### src/rtl/e1_frame_align_mon.sv
// E1 frame / multiframe alignment monitor: hunts for the FAS at any bit offset,
// confirms alignment with loss/regain thresholds, then tracks the MFAS.
module e1_frame_align_mon #(
  parameter int unsigned         WORD_W     = 8,
  parameter int unsigned         FRAME_BITS = 256,
  parameter logic [WORD_W-1:0]   FAS_WORD   = 8'h1B,
  parameter logic [WORD_W-1:0]   FAS_MASK   = 8'h7F,
  parameter int unsigned         LOSS_N     = 3,
  parameter int unsigned         REGAIN_N   = 3,
  parameter int unsigned         MF_SLOT    = 16,
  parameter logic [WORD_W-1:0]   MFAS_WORD  = 8'h0B,
  parameter logic [WORD_W-1:0]   MFAS_MASK  = 8'hFF,
  parameter int unsigned         MF_FRAMES  = 16,
  parameter int unsigned         MF_LOSS_N  = 2
) (
  input  logic                            clk,
  input  logic                            rst,
  input  logic                            bit_en,
  input  logic                            din,
  output logic                            frame_sync,
  output logic                            mf_sync,
  output logic                            frame_start,
  output logic                            mf_start,
  output logic                            los_evt,
  output logic [$clog2(FRAME_BITS)-1:0]   bit_pos,
  output logic [$clog2(MF_FRAMES)-1:0]    frame_num
);

  localparam int unsigned PW     = $clog2(FRAME_BITS);
  localparam int unsigned FW     = $clog2(MF_FRAMES);
  localparam int unsigned HW     = $clog2(REGAIN_N + 1);
  localparam int unsigned LW     = $clog2(LOSS_N + 1);
  localparam int unsigned MW     = $clog2(MF_LOSS_N + 1);
  localparam int unsigned MF_CHK = MF_SLOT * WORD_W + WORD_W - 1;

  typedef enum logic [1:0] {HUNT, REGAIN, SYNC} fstate_t;
  typedef enum logic       {MF_HUNT, MF_SYNC}    mstate_t;

  fstate_t fstate;
  mstate_t mstate;

  // Only the older WORD_W-1 bits are stored; the current din completes the word.
  logic [WORD_W-2:0] sr;
  logic [WORD_W-1:0] word;
  logic [HW-1:0]     hit_cnt;
  logic [LW-1:0]     miss_cnt;
  logic [MW-1:0]     mmiss;

  logic [PW-1:0] idx, pos_n;
  logic [FW-1:0] fn_inc, fn_n;
  logic          hit, mhit, fas_pt, mf_pt, wrap;
  logic          f_gain, f_lose, fsync_n, fstart_n;
  logic          mf_run, mf_hit_go, mf_drop, mf_stay, msync_n;

  assign word   = {sr, din};
  assign hit    = ((word ^ FAS_WORD) & FAS_MASK) == '0;
  assign mhit   = ((word ^ MFAS_WORD) & MFAS_MASK) == '0;
  assign idx    = (bit_pos == PW'(FRAME_BITS - 1)) ? '0 : bit_pos + PW'(1);
  assign pos_n  = (fstate == HUNT && hit) ? PW'(WORD_W - 1) : idx;
  assign fas_pt = idx == PW'(WORD_W - 1);
  assign mf_pt  = idx == PW'(MF_CHK);
  assign wrap   = pos_n == PW'(FRAME_BITS - 1);

  // Frame alignment decisions for the current bit
  assign f_gain   = (fstate == REGAIN && fas_pt && hit && hit_cnt == HW'(REGAIN_N - 1)) ||
                    (fstate == HUNT && hit && REGAIN_N == 1);
  assign f_lose   = fstate == SYNC && fas_pt && !hit && miss_cnt == LW'(LOSS_N - 1);
  assign fsync_n  = (fstate == SYNC && !f_lose) || f_gain;
  assign fstart_n = wrap && fsync_n;

  // Multiframe decisions; only live while frame alignment is held
  assign mf_run    = fstate == SYNC && !f_lose;
  assign mf_hit_go = mstate == MF_HUNT && mf_pt && mhit;
  assign mf_drop   = mstate == MF_SYNC && mf_pt && frame_num == '0 && !mhit &&
                     mmiss == MW'(MF_LOSS_N - 1);
  assign mf_stay   = (mstate == MF_SYNC && !mf_drop) || mf_hit_go;
  assign msync_n   = mf_run && mf_stay;
  assign fn_inc    = (frame_num == FW'(MF_FRAMES - 1)) ? '0 : frame_num + FW'(1);
  assign fn_n      = !msync_n ? '0 : (wrap ? fn_inc : frame_num);

  always_ff @(posedge clk) begin
    if (rst) begin
      fstate      <= HUNT;
      mstate      <= MF_HUNT;
      sr          <= '0;
      bit_pos     <= '0;
      frame_num   <= '0;
      hit_cnt     <= '0;
      miss_cnt    <= '0;
      mmiss       <= '0;
      frame_sync  <= 1'b0;
      mf_sync     <= 1'b0;
      frame_start <= 1'b0;
      mf_start    <= 1'b0;
      los_evt     <= 1'b0;
    end else begin
      frame_start <= 1'b0;
      mf_start    <= 1'b0;
      los_evt     <= 1'b0;
      if (bit_en) begin
        sr          <= word[WORD_W-2:0];
        bit_pos     <= pos_n;
        frame_start <= fstart_n;
        mf_start    <= fstart_n && msync_n && fn_n == '0;
        frame_num   <= fn_n;
        mf_sync     <= msync_n;

        unique case (fstate)
          HUNT: begin
            if (hit) begin
              hit_cnt <= HW'(1);
              if (f_gain) begin
                fstate     <= SYNC;
                frame_sync <= 1'b1;
              end else begin
                fstate <= REGAIN;
              end
            end
          end
          REGAIN: begin
            if (fas_pt) begin
              if (hit) begin
                hit_cnt <= hit_cnt + HW'(1);
                if (f_gain) begin
                  fstate     <= SYNC;
                  frame_sync <= 1'b1;
                  miss_cnt   <= '0;
                end
              end else begin
                fstate <= HUNT;
              end
            end
          end
          SYNC: begin
            if (fas_pt) begin
              if (hit) begin
                miss_cnt <= '0;
              end else if (f_lose) begin
                fstate     <= HUNT;
                frame_sync <= 1'b0;
                los_evt    <= 1'b1;
                miss_cnt   <= '0;
              end else begin
                miss_cnt <= miss_cnt + LW'(1);
              end
            end
          end
          default: fstate <= HUNT;
        endcase

        if (!mf_run) begin
          mstate <= MF_HUNT;
          mmiss  <= '0;
        end else if (mf_hit_go) begin
          mstate <= MF_SYNC;
          mmiss  <= '0;
        end else if (mstate == MF_SYNC && mf_pt && frame_num == '0) begin
          if (mhit) begin
            mmiss <= '0;
          end else if (mf_drop) begin
            mstate <= MF_HUNT;
            mmiss  <= '0;
          end else begin
            mmiss <= mmiss + MW'(1);
          end
        end
      end
    end
  end

endmodule

### config.mk
export PLATFORM = sky130hd
export DESIGN_NAME = e1_frame_align_mon
export DESIGN_NICKNAME = d
export VERILOG_FILES = /design/src/rtl/e1_frame_align_mon.sv
export SDC_FILE = /design/constraint.sdc
export NUM_CORES = 1
export LEC_CHECK = 0
export ABC_CLOCK_PERIOD_IN_PS = 2600
export CAP_MARGIN = 40
export CORE_MARGIN = 3
export CORE_UTILIZATION = 43
export DETAILED_ROUTE_END_ITERATION = 8
export SLEW_MARGIN = 15
export SYNTH_ARGS = -nofsm -noshare
export SYNTH_HDL_FRONTEND = slang
export SYNTH_SLANG_ARGS = --single-unit
### constraint.sdc
create_clock -name clk -period 2.6 [get_ports clk]
set_input_delay 0.39 -clock clk [delete_from_list [all_inputs] [get_ports clk]]
set_output_delay 0.39 -clock clk [all_outputs]
set_load 0.02 [all_outputs]
==> impl_metrics.json <==
{
  "grt_pass1_vias": 1561,
  "ant_nets": 0,
  "synth_largest_area_cell": "dfxtp_1",
  "tightest_slew_ps": 593,
  "final.period_utilization": 0.924,
  "fin_skew_ps": 9.34,
  "fmax_mhz": 416,
  "slowest_delay_ps": 470,
  "cts_buffers": 5,
  "p_switching_mw": 0.212,
  "leakage_nw": 0.838,
  "worstPathMaxFanout": 8,
  "grt_overflow_total": 0,
  "tns_ps": 0,
  "die-height_um": 73.5,
  "start_util": 0.467,
  "synth_flop_cell": "dfxtp_1",
  "core_area_sq_um": 4200,
  "required_ps": 2810,
  "hold_violations": 0,
  "post-cts-setup-buffers": 0,
  "drv_slew": 0,
  "post_cts_resized": 0,
  "synth_area_leaders": "dfxtp_1 (34%), nor2_1 (6.1%), mux2i_1 (4.6%), nand2_1 (4.2%), a21oi_1 (3.6%)",
  "pwr-share-comb": 0.057,
  "yosysUniqueCellTypes": 57,
  "p_seq_frac": 0.542,
  "period_needed_ps": 2400,
  "ctsHoldBuffers": 0,
  "irDropWorstVdd_mv": 0.253,
  "synth_common_cells": "dfxtp_1 (33), nor2_1 (32), nand2_1 (22), a21oi_1 (14), inv_1 (10)",
  "postLayoutCellArea_sq_um": 2310,
  "endpoint_kind": "flop",
  "post-route-util": 0.549,
  "n_fill_cell": 415,
  "powerDensity_nw_per_um2": 414,
  "place_congestion": 0.878,
  "synth_edf_count": 0,
  "clkTransAtPathRegs_ps": 70,
  "power_frac_clock": 0.402,
  "synth_seq_cells": 33,
  "regArea_sq_um": 661,
  "insertion_delay_ps": 280,
  "cts_tree": "yes",
  "die_area_sq_um": 5410,
  "synth_nets": 248,
  "dp_hpwl_mm": 3.32,
  "crit_buf_inv": 0,
  "arrival_ps": 2610,
  "routed_via_density": 5.74,
  "htreeDepth": 2,
  "grt_antenna_before_repair": 0,
  "groute.usage.overall": 0.183,
  "maxCapViolCount": 0,
  "clockBufferDepth": 2,
  "internal-power_mw": 0.743,
  "holdCritPathClass": "flop to flop",
  "nNetsFinal": 271,
  "grt_pass1_wl_mm": 7.73,
  "synth_area_sq_um": 1960,
  "cts_root_buf": "clkbuf_8",
  "start_kind": "flop",
  "place.port_buffers": 20,
  "place_area_sq_um": 2220,
  "num_vias": 1790,
  "drc": 0,
  "sw_frac_of_total": 0.222,
  "syn_inst": 239,
  "n_antenna_cell": 0,
  "slowest_stage": "dfxtp_1",
  "crit_chain": "ha_1 -> xor2_1 -> and3_1 -> o31ai_1 -> a221o_1 -> or4_1 -> a21oi_1",
  "ys_async_sr_fraction": 0,
  "area_growth_pct": 17.5,
  "drt_iter0_markers": 157,
  "rows": 23,
  "synth_top_cell_area_share": 0.337,
  "multi_input_area_sq_um": 1210,
  "yosys_warnings": 0,
  "rsz0062_at_grt": "false",
  "wl_mm": 4.56,
  "setup_viol_count_final": 0,
  "first_pass_iters": 4,
  "synth_most_common_cell": "dfxtp_1",
  "die_width_um": 73.5,
  "status": "finished, final reports clean",
  "synth_area_per_cell_sq_um": 8.21,
  "grt_max_degree": 31,
  "setup.worst_path.class": "flop to flop",
  "maxSlewHeadroom": 0.601,
  "ios": 21,
  "ys_seq_area_frac": 0.337,
  "path_delay_family": "simple AND/OR/NAND/NOR gates",
  "cts_sinks": 33,
  "avgRoutedWirePerCell_um": 14.6,
  "drive_gt1_frac": 0.0954
}
## final cells by class
| type | instances | area share |
|---|---|---|
| Multi-Input combinational cell | 185 | 0.523 |
| Timing Repair Buffer | 27 | 0.110 |
| Tap cell | 50 | 0.0271 |
| Clock buffer | 7 | 0.0374 |
| Inverter | 10 | 0.0163 |
| Sequential cell | 33 | 0.286 |
## registers in the layout, indices dropped and copies added, names as in the netlist
register,flops
bit_pos,8
frame_num,4
frame_start,1
frame_sync,1
fstate,2
hit_cnt,2
los_evt,1
mf_start,1
mf_sync,1
miss_cnt,2
mmiss,2
mstate,1
sr,7
## through the flow
step	power [mW]	worst slack, ps	instances	hold slack, ps
2_1_floorplan	0.562	348	239	422
3_3_place_gp	0.584	79.2	305	437
3_5_place_dp	0.583	40.7	305	440
4_1_cts	0.972	202	312	451
5_1_grt	1.01	8.21	312	464
6_report	0.955	198	312	446
## final timing paths
| path | start | cells after the start | to | slack [ps] |
|---|---|---|---|---|
| max | bit_pos[0]$_SDFFE_PP0P_ | 7 | mmiss[0]$_SDFFE_PP0P_ | 200 |
| min | frame_sync$_SDFFE_PP0P_ | 2 | frame_sync$_SDFFE_PP0P_ | 450 |
| max reg2reg | bit_pos[0]$_SDFFE_PP0P_ | 7 | mmiss[0]$_SDFFE_PP0P_ | 200 |
| min reg2reg | frame_sync$_SDFFE_PP0P_ | 2 | frame_sync$_SDFFE_PP0P_ | 450 |
## placed cells by master, fill, tap and decap left out, types with 2 or more instances in the layout
| cell | netlist | routed |
|---|---|---|
| buf_4 | 2 | 7 |
| clkbuf_8 | 0 | 6 |
| nor2_1 | 32 | 32 |
| inv_1 | 10 | 10 |
| nor4_1 | 2 | 2 |
| nand2_1 | 22 | 22 |
| o41a_1 | 2 | 2 |
| o211ai_1 | 5 | 5 |
| o21ai_0 | 9 | 9 |
| nand4_1 | 5 | 5 |
| a311oi_1 | 2 | 2 |
| a21oi_1 | 14 | 14 |
| nor3_2 | 3 | 3 |
| and3_1 | 6 | 6 |
| nand3_1 | 9 | 9 |
| nand2b_1 | 5 | 5 |
| and4b_1 | 2 | 2 |
| xor2_1 | 2 | 2 |
| nand4bb_1 | 2 | 2 |
| nor3_1 | 8 | 8 |
| o31ai_1 | 3 | 3 |
| mux2i_1 | 9 | 9 |
| and2_1 | 4 | 4 |
| clkdlybuf4s50_1 | 0 | 20 |
| o2111ai_1 | 4 | 4 |
| or4_1 | 2 | 2 |
| nor2b_1 | 2 | 2 |
| dfxtp_1 | 33 | 33 |
| ha_1 | 5 | 5 |
## power by group through the flow
stage	sequential, mW	combinational [mW]	clock (mW)
after global routing	0.518	0.0598	0.429
final	0.517	0.0541	0.384
after CTS	0.517	0.0548	0.400
after detailed placement	0.528	0.0548	0
after global placement	0.528	0.0551	0
after floorplan	0.531	0.0317	0
## cells by family after synthesis
family                     count (synthesis)  share of synthesized area
and+or+nand+nor                          112                      0.306
AOI/OAI and AO/OA                         56                      0.217
DFF                                       33                      0.337
buffers and inverters                     21                     0.0485
muxes                                      9                     0.0459
adders and majority gates                  5                     0.0319
xor gates and xnor gates                   3                     0.0134
## worst reg2reg max path, stage by stage (launching register included)
cell	delay (ps)
dfxtp_1	470
ha_1	260
xor2_1	230
and3_1	270
o31ai_1	170
a221o_1	320
or4_1	470
a21oi_1	140
## layer usage
layer	global-route usage	vias to the layer above	share of wire	wire length (um)
li1	-	926	-	-
met1	0.269	829	0.52	2370
met2	0.268	33	0.44	2020
met3	0.0410	2	0.035	158
met4	0.0483	0	0.0042	19
met5	0	-	0	0
No activity file was read; power rests on OpenSTA's default activity.
